**config.mk**
```make
export PLATFORM = sky130hd
export DESIGN_NAME = uart_rx
export DESIGN_NICKNAME = d
export VERILOG_FILES = /design/src/rtl/uart_pkg.sv /design/src/rtl/uart_baud_tick.sv /design/src/rtl/uart_rx.sv
export SDC_FILE = /design/constraint.sdc
export NUM_CORES = 1
export LEC_CHECK = 0
export CAP_MARGIN = 15
export CORE_MARGIN = 2
export CORE_UTILIZATION = 45
export CTS_BUF_LIST = sky130_fd_sc_hd__clkbuf_4
export CTS_CLUSTER_DIAMETER = 200
export DETAILED_ROUTE_END_ITERATION = 7
export DONT_BUFFER_PORTS = 1
export PLACE_DENSITY = 0.6
export SKIP_LAST_GASP = 1
export SYNTH_ARGS = -nofsm -noshare
export SYNTH_HDL_FRONTEND = slang
export SYNTH_SLANG_ARGS = --single-unit
```
**constraint.sdc**
```tcl
create_clock -name clk -period 5.25 [get_ports clk]
set_input_delay 1.05 -clock clk [delete_from_list [all_inputs] [get_ports clk]]
set_output_delay 1.05 -clock clk [all_outputs]
set_load 0.1 [all_outputs]
```
**src/rtl/uart_pkg.sv**
```systemverilog
// Shared constants and FSM state encoding for the UART receiver.
// The PARITY state exists only when UART_RX_PARITY_EN is defined.
package uart_pkg;

  localparam int unsigned OVERSAMPLE = 16;
  localparam int unsigned DATA_BITS  = 8;
  localparam int unsigned MID_SAMPLE = 8;

  typedef enum logic [2:0] {
    IDLE   = 3'd0,
    START  = 3'd1,
    DATA   = 3'd2,
`ifdef UART_RX_PARITY_EN
    PARITY = 3'd3,
`endif
    STOP   = 3'd4
  } state_t;

endpackage

```
**src/rtl/uart_baud_tick.sv**
```systemverilog
// 16x-oversample tick generator: counts 0..BAUD_DIV-1 and pulses tick on wrap.
// A synchronous clear holds the count at zero.
module uart_baud_tick #(
  parameter int unsigned BAUD_DIV = 27
) (
  input  logic clk,
  input  logic reset,
  input  logic clr,
  output logic tick
);

  localparam logic [15:0] LAST = 16'(BAUD_DIV - 1);

  logic [15:0] cnt;

  assign tick = (cnt == LAST) && !clr;

  always_ff @(posedge clk or posedge reset) begin
    if (reset) begin
      cnt <= '0;
    end else if (clr || tick) begin
      cnt <= '0;
    end else begin
      cnt <= cnt + 16'd1;
    end
  end

endmodule

```
**src/rtl/uart_rx.sv**
```systemverilog
// UART receiver, 16x oversampled, 8 data bits LSB first.
// Define UART_RX_PARITY_EN for an 8E1 frame; otherwise 8N1 with parity_err tied 0.
module uart_rx
  import uart_pkg::*;
#(
  parameter int unsigned BAUD_DIV = 27
) (
  input  logic       clk,
  input  logic       reset,
  input  logic       rx,
  output logic [7:0] rx_data,
  output logic       rx_valid,
  output logic       frame_err,
  output logic       parity_err,
  output logic       busy
);

  localparam logic [3:0] OS_LAST  = 4'(OVERSAMPLE - 1);
  localparam logic [3:0] MID_LAST = 4'(MID_SAMPLE - 1);
  localparam logic [2:0] BIT_LAST = 3'(DATA_BITS - 1);

  logic       rx_s1, rx_s2, rx_prev;
  logic [2:0] settle;
  logic       start_edge;

  state_t     state, state_next;
  logic       tick;
  logic       sample;
  logic [3:0] os_cnt;
  logic [2:0] bit_cnt;
  logic [7:0] shift_reg;

  // settle gates edge detection until rx_prev holds a real line sample,
  // so a line already low at reset release never looks like a start edge.
  always_ff @(posedge clk or posedge reset) begin
    if (reset) begin
      rx_s1   <= 1'b1;
      rx_s2   <= 1'b1;
      rx_prev <= 1'b1;
      settle  <= '0;
    end else begin
      rx_s1   <= rx;
      rx_s2   <= rx_s1;
      rx_prev <= rx_s2;
      settle  <= {settle[1:0], 1'b1};
    end
  end

  assign start_edge = settle[2] && rx_prev && !rx_s2;

  uart_baud_tick #(
    .BAUD_DIV(BAUD_DIV)
  ) u_baud_tick (
    .clk  (clk),
    .reset(reset),
    .clr  (state == IDLE),
    .tick (tick)
  );

  always_ff @(posedge clk or posedge reset) begin
    if (reset) begin
      state <= IDLE;
    end else begin
      state <= state_next;
    end
  end

  always_comb begin
    state_next = state;
    sample     = 1'b0;
    case (state)
      IDLE: begin
        if (start_edge) state_next = START;
      end
      START: begin
        if (tick && os_cnt == MID_LAST) begin
          sample     = 1'b1;
          state_next = rx_s2 ? IDLE : DATA;
        end
      end
      DATA: begin
        if (tick && os_cnt == OS_LAST) begin
          sample = 1'b1;
          if (bit_cnt == BIT_LAST) begin
`ifdef UART_RX_PARITY_EN
            state_next = PARITY;
`else
            state_next = STOP;
`endif
          end
        end
      end
`ifdef UART_RX_PARITY_EN
      PARITY: begin
        if (tick && os_cnt == OS_LAST) begin
          sample     = 1'b1;
          state_next = STOP;
        end
      end
`endif
      STOP: begin
        if (tick && os_cnt == OS_LAST) begin
          sample     = 1'b1;
          state_next = IDLE;
        end
      end
      default: state_next = IDLE;
    endcase
  end

  // os_cnt restarts at the mid-start sample, then wraps every 16 ticks
  // so later samples land in the middle of each bit.
  always_ff @(posedge clk or posedge reset) begin
    if (reset) begin
      os_cnt    <= '0;
      bit_cnt   <= '0;
      shift_reg <= '0;
      rx_data   <= '0;
      rx_valid  <= 1'b0;
      frame_err <= 1'b0;
    end else begin
      rx_valid  <= 1'b0;
      frame_err <= 1'b0;
      if (state == IDLE) begin
        os_cnt <= '0;
      end else if (tick) begin
        os_cnt <= (state == START && sample) ? '0 : os_cnt + 4'd1;
      end
      if (state == START) begin
        bit_cnt <= '0;
      end else if (state == DATA && sample) begin
        bit_cnt <= bit_cnt + 3'd1;
      end
      if (state == DATA && sample) begin
        shift_reg <= {rx_s2, shift_reg[7:1]};
      end
      if (state == STOP && sample) begin
        if (rx_s2) begin
          rx_data  <= shift_reg;
          rx_valid <= 1'b1;
        end else begin
          frame_err <= 1'b1;
        end
      end
    end
  end

`ifdef UART_RX_PARITY_EN
  logic par_bit;

  always_ff @(posedge clk or posedge reset) begin
    if (reset) begin
      par_bit    <= 1'b0;
      parity_err <= 1'b0;
    end else begin
      parity_err <= 1'b0;
      if (state == PARITY && sample) begin
        par_bit <= rx_s2;
      end
      if (state == STOP && sample && rx_s2) begin
        parity_err <= (par_bit != ^shift_reg);
      end
    end
  end
`else
  assign parity_err = 1'b0;
`endif

  assign busy = (state != IDLE);

endmodule

```
==> qor.yml, run 1 <==
min_path:
  min_path_type: "reg2reg"
  holdPathEnd: "settle[2]"
  hold_depth: 0
  hp-start: "settle[1]"
layout:
  mostFrequentLayoutCell: "dfrtp_1"
  area_growth_pct: 4.30
  num-nets-final: 213
  final_layout_size_suffix_gt1_frac: 0.126
  final_cell_mix: "dfrtp_1, nor2_1, nand2_1"
  fillers: 425
  largest_reg_flops: 16
  diodes: 0
detailed_routing:
  initialDrtViolationCount: 99
  routed_wl_microns: 3880
  via_per_inst: 5.49
  drt-pass1-iter-count: 5
  drc: 0
  vias: 1499
  antenna_left: 0
  wire_per_inst_microns: 14.2
grt:
  overflow: 0
  grt_pass1_wl_microns: 6840
  grt_antenna_before_repair: 0
  grt_max_degree: 51
  grt_pass1_vias: 1510
  grt_usage: 0.161
sta:
  drv_slew: 0
  max_freq_mhz: 331
  tightest_slew_ns: 0.985
  max_slew_margin: 0.342
  grt_setup_unrepaired: "no"
  skew_ns: 0.0117
  min_period_over_period: 0.576
  layout_min_cycle_time_ns: 3.02
  finalSetupTns_ns: 0
  finalSetupViolCount: 0
  hold_viol: 0
place:
  place_congestion: 1.04
  io_buffers: 0
  dp.final_hpwl_microns: 2720
synth:
  synth.avg_cell_area_sq_um: 11.0
  netlist_instances: 206
  seq_area_frac_synth: 0.553
  netlist_area_sq_um: 2270
  yosysUniqueCellTypes: 42
  yosys_most_used_dff: "dfrtp_1"
  synth_edf_count: 0
  synth_fp_nets: 214
  synth.ff_latch_count: 50
  async_flop_share: 1.00
  ys_warn_count: 0
clocking:
  cts_setup_buffers: 0
  cts_root_buf: "clkbuf_4"
  hold_buffers: 0
  clkTransAtPathRegs_ns: 0.15
  cts_tree: "done"
  clkLatencyLatePin_ns: 0.36
  cts_buffers: 5
  htreeDepth: 2
  cts.repair.resized: 0
  cts_sinks: 50
  clk_path_buf_depth: 2
worst_setup_path:
  critPathCaptureType: "output pin"
  crit_start: "state[2]"
  slowest_stage: "inv_1"
  crit_path_cell_trace: "nor3_1 > inv_1"
  crit_type: "reg2out"
  reg2reg_slack_ns: 2.78
  r2r_cells: 4
  critPathMaxStageDelay_ns: 0.60
  critPathLaunchType: "flop"
  r2r-end: "u_baud_tick.cnt[14]"
  cp_max_fo: 8
  r2r-start: "state[2]"
  crit_arrival_ns: 1.97
  cpLargestDelayFamily: "buffers and inverters"
  path_buf_inv: 1
  cp.required_ns: 4.20
die:
  num_io_pins: 15
  dieArea_sq_um: 5630
  core-area_sq_um: 4790
  die-height_microns: 75.0
  start_util: 0.475
  die_w_microns: 75.0
  placementRows: 25
power_and_ir_drop:
  p_total_w: 0.000689
  powerDensity_nw_per_um2: 291
  p_leak_nw: 1.05
  ir_worst_vdd_uv: 173
run_status:
  status: "complete, no violations"
job:
  drv_cap: 0
[power breakdown]
part           internal [W]  total [W]  switching [W]
Combinational     0.0000253  0.0000893      0.0000640
Clock             0.0000526   0.000173       0.000120
Sequential         0.000404   0.000427      0.0000223
Total              0.000482   0.000689       0.000206
[worst max-delay path by stage]
stage	end	slack, ns	cells after the start
after global routing	busy	2.00	2
after floorplan	busy	2.74	3
after global placement	busy	2.67	2
after CTS	busy	2.23	2
final	busy	2.23	2
after detailed placement	busy	2.65	2
[worst register-to-register path, cell delays in order, from the launching register on]
cell and delay (ns):
dfrtp_1 0.49, nor3_1 0.52, inv_1 0.60, nand2_1 0.62
nor2_1 0.12
[final cells by class]
cell class | instances | area [sq um] | share of cell area
well taps | 67 | 83.8 | 0.0354
flip-flops and latches | 50 | 1250 | 0.530
clock buffers | 5 | 37.5 | 0.0158
inverters | 9 | 33.8 | 0.0143
clock inverters | 3 | 21.3 | 0.00898
multi-input cells | 139 | 937 | 0.396
[through the flow]
stage	hold WS [ns]	utilization	cell area (sq um)	setup slack (ns)	cells
floorplan	0.331	-	2270	2.74	206
global placement	0.332	0.483	2310	2.67	265
detailed placement	0.336	0.483	2310	2.65	265
CTS	0.367	0.495	2370	2.23	273
global route	0.371	0.495	2370	2.00	273
finish	0.359	0.495	2370	2.23	273
[layer usage]
layer,global-route usage,part of all wire,wire [microns]
met4,0.0913,0.011,42
met3,0.0295,0.040,155
met2,0.245,0.49,1910
met1,0.218,0.46,1780
met5,0,0,0
[synth_stat cells (all sizes together) (2+ instances only)]
master	number	area [sq um]
a21oi	3	15.0
and3	4	25.0
buf	6	37.5
clkbuf	2	7.51
conb	2	7.51
dfrtp	47	1180
dfstp	3	78.8
ha	5	62.6
inv	9	33.8
mux2	16	180
nand2	16	60.1
nand3	7	35.0
nand4	7	50.1
nor2	26	105
nor3	10	55.1
nor4	9	62.6
o21ai	3	15.0
o22ai	2	12.5
xnor2	12	105
xor2	2	17.5
[cells by family (layout without fill, tap and decap cells)]
group / count (synthesis) / in the layout / synth area share
simple gates: 84 / 84 / 0.194
flops: 50 / 50 / 0.553
compound gates: 18 / 18 / 0.0540
buf+inv: 17 / 17 / 0.0347
mux: 16 / 16 / 0.0793
xor+xnor: 14 / 14 / 0.0540
fa+ha+maj: 5 / 5 / 0.0275
other cells: 2 / 2 / 0.00331
No activity file was read; power rests on OpenSTA's default activity.
==> run 2: changes to the inputs <==
==> constraint.sdc (replaced) <==
create_clock -name clk -period 3.05 [get_ports clk]
set_input_delay 0.61 -clock clk [delete_from_list [all_inputs] [get_ports clk]]
set_output_delay 0.61 -clock clk [all_outputs]
set_load 0.1 [all_outputs]
==> qor.yml, run 2 (synthesis results as in run 1) <==
run_status:
  status: "complete, no violations"  # unchanged
clocking:
  clkLatencyLatePin_ns: 0.37  # was 0.36 ns
  cts_sinks: 50  # unchanged
  clk_path_buf_depth: 2  # unchanged
  cts_tree: "done"  # unchanged
  cts.repair.resized: 0  # unchanged
  clkTransAtPathRegs_ns: 0.14  # was 0.15 ns
  cts_root_buf: "clkbuf_4"  # unchanged
  cts_setup_buffers: 0  # unchanged
  cts_buffers: 5  # unchanged
  htreeDepth: 2  # unchanged
  hold_buffers: 0  # unchanged
grt:
  grt_usage: 0.161  # about the same
  met2_usage: 0.233  # was 0.245
  grt-busiest-layer: "met2"  # unchanged
  gr-usage-met1: 0.226  # was 0.218
  grt_pass1_wl_microns: 6840  # about the same
  overflow: 0  # unchanged
  grt_max_degree: 51  # unchanged
  grt_pass1_vias: 1423  # was 1510
  gr-usage-met3: 0.0482  # was 0.0295
  grt_antenna_before_repair: 0  # unchanged
worst_setup_path:
  reg2reg_slack_ns: 0.67  # was 2.78 ns
  crit_arrival_ns: 2.63  # was 1.97 ns
  cp.required_ns: 3.30  # was 4.20 ns
  critPathCaptureType: "flop"  # was output pin
  r2r_cells: 6  # was 4
  r2r-end: "shift_reg[0]"  # was u_baud_tick.cnt[14]
  crit_type: "reg2reg"  # was reg2out
  cp_max_fo: 11  # was 8
  r2r-start: "u_baud_tick.cnt[0]"  # was state[2]
  critPathLaunchType: "flop"  # unchanged
die:
  core-area_sq_um: 4790  # unchanged
  num_io_pins: 15  # unchanged
  dieArea_sq_um: 5630  # unchanged
  start_util: 0.475  # unchanged
  die_w_microns: 75.0  # unchanged
  die-height_microns: 75.0  # unchanged
  placementRows: 25  # unchanged
sta:
  hold_viol: 0  # unchanged
  finalSetupViolCount: 0  # unchanged
  min_period_over_period: 0.780
  drv_slew: 0  # unchanged
  grt_setup_unrepaired: "no"  # unchanged
  finalSetupTns_ns: 0  # unchanged
  skew_ns: 0.0163  # was 0.0117 ns
  layout_min_cycle_time_ns: 2.38
  tightest_slew_ns: 0.923  # was 0.985 ns
  max_slew_margin: 0.385  # was 0.342
  max_freq_mhz: 420
detailed_routing:
  routed_wl_microns: 4000  # was 3880 microns
  drc: 0  # unchanged
  vias: 1496  # was 1499
  wire_per_inst_microns: 14.5  # was 14.2 microns
  drt-pass1-iter-count: 4  # was 5
  via_per_inst: 5.44  # was 5.49
  initialDrtViolationCount: 119  # was 99
  antenna_left: 0  # unchanged
power_and_ir_drop:
  combPwrFrac: 0.132  # was 0.130
  p_clk_frac: 0.290  # was 0.251
  p_leak_nw: 1.08  # was 1.05 nW
  seqPwrFrac: 0.578  # was 0.620
  p_sw_frac: 0.279  # was 0.300
  p_int_w: 0.000920  # was 0.000482 W
  switchingPower_w: 0.000356  # was 0.000206 W
  ir_worst_vdd_uv: 246  # was 173 uV
  powerDensity_nw_per_um2: 527  # was 291 nW/um^2
layout:
  ff_latch_area_sq_um: 1250  # unchanged
  multi_input_area_sq_um: 937  # unchanged
  num-nets-final: 216  # was 213
  final_layout_size_suffix_gt1_frac: 0.139  # was 0.126
  final_cell_mix: "dfrtp_1, nor2_1, nand2_1"  # unchanged
  diodes: 0  # unchanged
  mostFrequentLayoutCell: "dfrtp_1"  # unchanged
  largest_reg_flops: 16  # unchanged
  area_growth_pct: 6.61  # was 4.30%
  design_area_sq_um: 2420  # was 2370 sq um
  fillers: 422  # was 425
place:
  io_buffers: 0  # unchanged
  place_congestion: 0.925  # was 1.04
  dp.final_hpwl_microns: 2790  # was 2720 microns
  place_area_sq_um: 2320  # was 2310 sq um
min_path:
  min_path_type: "in2async"  # was reg2reg
job:
  drv_cap: 0  # unchanged
==> run 2: power groups by stage <==
stage | clock network (W) | logic [W] | registers [W]
after CTS | 0.000388 | 0.000168 | 0.000738
after floorplan | 0 | 0.000142 | 0.000733
after global routing | 0.000418 | 0.000191 | 0.000744
final | 0.000370 | 0.000169 | 0.000737
after global placement | 0 | 0.000163 | 0.000747
after detailed placement | 0 | 0.000170 | 0.000749
==> run 2: layout make-up <==
class	count	area share
clock inverter	2	0.0160
multi-input combinational	139	0.387
clock buffer	5	0.0155
timing repair buffer	3	0.0145
inverter	9	0.0140
tap	67	0.0346
sequential	50	0.518
==> run 2: per-layer routing <==
metal	vias up	routed length [microns]
met5	-	0
met4	0	65
met3	6	222
met2	44	1930
met1	728	1780
li1	718	-
==> run 2: through the flow <==
step | setup WS [ns] | hold slack [ns] | cells | power (W) | utilization
global placement | 0.796 | 0.334 | 267 | 0.000911 | 0.486
floorplan | 0.898 | 0.331 | 206 | 0.000875 | -
detailed placement | 0.660 | 0.335 | 267 | 0.000919 | 0.486
global route | 0.484 | 0.0694 | 275 | 0.00135 | 0.506
finish | 0.672 | 0.0799 | 275 | 0.00128 | 0.506
CTS | 0.669 | 0.208 | 274 | 0.00129 | 0.502
==> run 2: worst max path at each step <==
stage | slack (ns) | cells past startpoint | start | endpoint
floorplan | 0.90 | 6 | state[2] | u_baud_tick.cnt[10]
global placement | 0.80 | 6 | u_baud_tick.cnt[0] | shift_reg[6]
detailed placement | 0.66 | 6 | u_baud_tick.cnt[0] | shift_reg[6]
CTS | 0.67 | 6 | u_baud_tick.cnt[0] | shift_reg[6]
global route | 0.48 | 6 | u_baud_tick.cnt[0] | shift_reg[0]
finish | 0.67 | 6 | u_baud_tick.cnt[0] | shift_reg[0]
==> run 2: critical path, stage by stage, from the launching register on <==
cell and delay [ns]:
dfrtp_1 0.44, inv_1 0.07, ha_1 0.16, nor4b_2 0.23
nand4_2 0.24, nor3_2 0.74, mux2_1 0.39
==> run 3: changes to the inputs <==
--- a/config.mk
+++ b/config.mk
@@ -12,7 +12,7 @@
 export CTS_CLUSTER_DIAMETER = 200
 export DETAILED_ROUTE_END_ITERATION = 7
 export DONT_BUFFER_PORTS = 1
-export PLACE_DENSITY = 0.6
+export PLACE_DENSITY = 0.62
 export SKIP_LAST_GASP = 1
 export SYNTH_ARGS = -nofsm -noshare
 export SYNTH_HDL_FRONTEND = slang
==> constraint.sdc (replaced) <==
create_clock -name clk -period 2.1 [get_ports clk]
set_input_delay 0.42 -clock clk [delete_from_list [all_inputs] [get_ports clk]]
set_output_delay 0.42 -clock clk [all_outputs]
set_load 0.1 [all_outputs]
==> qor.yml, run 3 (synthesis results as in run 1) <==
run_status:
  status: "complete, no violations"  # unchanged
layout:
  instances_no_fill: 283  # was 275
  mostFrequentLayoutCell: "dfrtp_1"  # unchanged
  ff_latch_area_sq_um: 1250  # unchanged
  design_area_sq_um: 2490  # was 2420 sq um
  multi_input_area_sq_um: 951  # was 937 sq um
  final_layout_size_suffix_gt1_frac: 0.181  # was 0.139
  fillers: 429  # was 422
  diodes: 0  # unchanged
  final_cell_mix: "dfrtp_1, nor2_1, nand2_1"  # unchanged
  area_growth_pct: 9.64  # was 6.61%
  num-nets-final: 223  # was 216
  largest_reg_flops: 16  # unchanged
die:
  placementRows: 25  # unchanged
  die-height_microns: 75.0  # unchanged
  start_util: 0.475  # unchanged
  dieArea_sq_um: 5630  # unchanged
  num_io_pins: 15  # unchanged
  core-area_sq_um: 4790  # unchanged
  die_w_microns: 75.0  # unchanged
worst_setup_path:
  cp_max_fo: 8  # was 11
  crit_type: "reg2out"  # was reg2reg
  crit_arrival_ns: 1.58  # was 2.63 ns
  critPathCaptureType: "output pin"  # was flop
  critPathMaxStageDelay_ns: 0.51  # was 0.74 ns
  slowest_stage: "dfrtp_1"  # was nor3_2
  crit_path_cell_trace: "nor3_4 > clkinvlp_4 > buf_4"  # was inv_1 > ha_1 > nor4b_2 > nand4_2 > nor3_2 > mux2_1
  cp.required_ns: 1.68  # was 3.30 ns
  critPathLaunchType: "flop"  # unchanged
grt:
  grt_antenna_before_repair: 0  # unchanged
  grt_usage: 0.164  # was 0.161
  grt_pass1_wl_microns: 7050  # was 6840 microns
  overflow: 0  # unchanged
  grt_max_degree: 21  # was 51
  grt_pass1_vias: 1542  # was 1423
place:
  place_area_sq_um: 2390  # was 2320 sq um
  io_buffers: 0  # unchanged
  place_congestion: 0.807  # was 0.925
  dp_cells: 274  # was 267
  dp.final_hpwl_microns: 3020  # was 2790 microns
detailed_routing:
  initialDrtViolationCount: 95  # was 119
  routed_wl_microns: 4150  # was 4000 microns
  vias: 1532  # was 1496
  antenna_left: 0  # unchanged
  via_per_inst: 5.41  # was 5.44
  drc: 0  # unchanged
  wire_per_inst_microns: 14.6  # was 14.5 microns
  drt-pass1-iter-count: 4  # unchanged
sta:
  max_freq_mhz: 501
  max_slew_margin: 0.384  # was 0.385
  finalSetupViolCount: 0  # unchanged
  skew_ns: 0.00853  # was 0.0163 ns
  finalSetupTns_ns: 0  # unchanged
  grt_setup_unrepaired: "no"  # unchanged
  tightest_slew_ns: 0.924  # was 0.923 ns
  hold_viol: 0  # unchanged
  min_period_over_period: 0.951
  drv_slew: 0  # unchanged
  layout_min_cycle_time_ns: 2.00
min_path:
  min_path_type: "in2reg"  # was in2async
power_and_ir_drop:
  ir_worst_vdd_uv: 600  # was 246 uV
  powerDensity_nw_per_um2: 762  # was 527 nW/um^2
  p_leak_nw: 1.11  # was 1.08 nW
clocking:
  htreeDepth: 2  # unchanged
  cts_tree: "done"  # unchanged
  cts_buffers: 5  # unchanged
  cts_setup_buffers: 0  # unchanged
  cts_sinks: 50  # unchanged
  cts_root_buf: "clkbuf_4"  # unchanged
  clk_path_buf_depth: 2  # unchanged
  clkLatencyLatePin_ns: 0.36  # was 0.37 ns
  clkTransAtPathRegs_ns: 0.14  # about the same
job:
  drv_cap: 0  # unchanged
-- run 3: cell count changes in the layout (fill, tap and decap cells not counted), sizes merged --
| cell | previous run | this run |
|---|---|---|
| inv | 9 | 10 |
| dlygate4sd3 | 0 | 1 |
| clkinv | 1 | 0 |
| buf | 3 | 9 |
| clkinvlp | 0 | 1 |
-- run 3: critical path, delay by kind of cell, from the launching register on --
family,cells,cell delay [ns]
buffers and inverters,2,0.42
flip-flops,1,0.51
AND/OR/NAND/NOR,1,0.28
-- run 3: cell type report --
type	instances	area share
repair buffers	10	0.0312
flip-flops and latches	50	0.504
clock buffers	5	0.0151
multi-input cells	139	0.382
inverters	9	0.0151
clock inverters	3	0.0191
well taps	67	0.0337
-- run 3: path summary, 6_finish.rpt --
check / from / end / slack, ns / cells past startpoint
worst max-delay path: state[2] / busy / 0.10 / 3
worst min-delay path: rx / rx_s1 / 0.04 / 0
worst max register to register: u_baud_tick.cnt[0] / shift_reg[6] / 0.15 / 7
worst min register to register: rx_s1 / rx_s2 / 0.37 / 0
max in group asynchronous: reset / rx_s1 / 1.05 / 3
min in group asynchronous: reset / bit_cnt[2] / 0.44 / 2
-- run 3: per-stage QoR --
stage	util	worst slack, ns	total power, W	hold WS [ns]
2_1_floorplan	-	0.0241	0.00128	0.331
3_3_place_gp	0.499	0.252	0.00133	0.258
3_5_place_dp	0.499	0.154	0.00134	0.269
4_1_cts	0.519	0.0465	0.00192	0.0192
5_1_grt	0.520	0.00597	0.00200	0.0115
6_report	0.520	0.103	0.00190	0.0392
-- run 3: what timing repair did --
| action | 4_1_cts | 5_1_grt |
|---|---|---|
| hold endpoints to repair | 10 | 0 |
| gates resized for setup | 0 | 1 |
| endpoints found under the setup margin | 0 | 1 |
| hold buffers | 1 | 0 |
-- run 3: where the power goes --
part / switching (W) / internal, W / leakage [nW] / total (W)
registers: 0.0000649 / 0.00101 / 0.673 / 0.00108
logic: 0.000172 / 0.0000826 / 0.390 / 0.000255
clock network: 0.000308 / 0.000260 / 0.0462 / 0.000568
total: 0.000545 / 0.00135 / 1.11 / 0.00190
-- run 3: layer usage --
| metal | routed length (microns) | vias to the layer above | track usage |
|---|---|---|---|
| met5 | 0 | - | 0 |
| met4 | 70 | 0 | 0.0694 |
| met3 | 158 | 8 | 0.0295 |
| met2 | 1940 | 26 | 0.248 |
| met1 | 1980 | 758 | 0.234 |
| li1 | - | 740 | - |
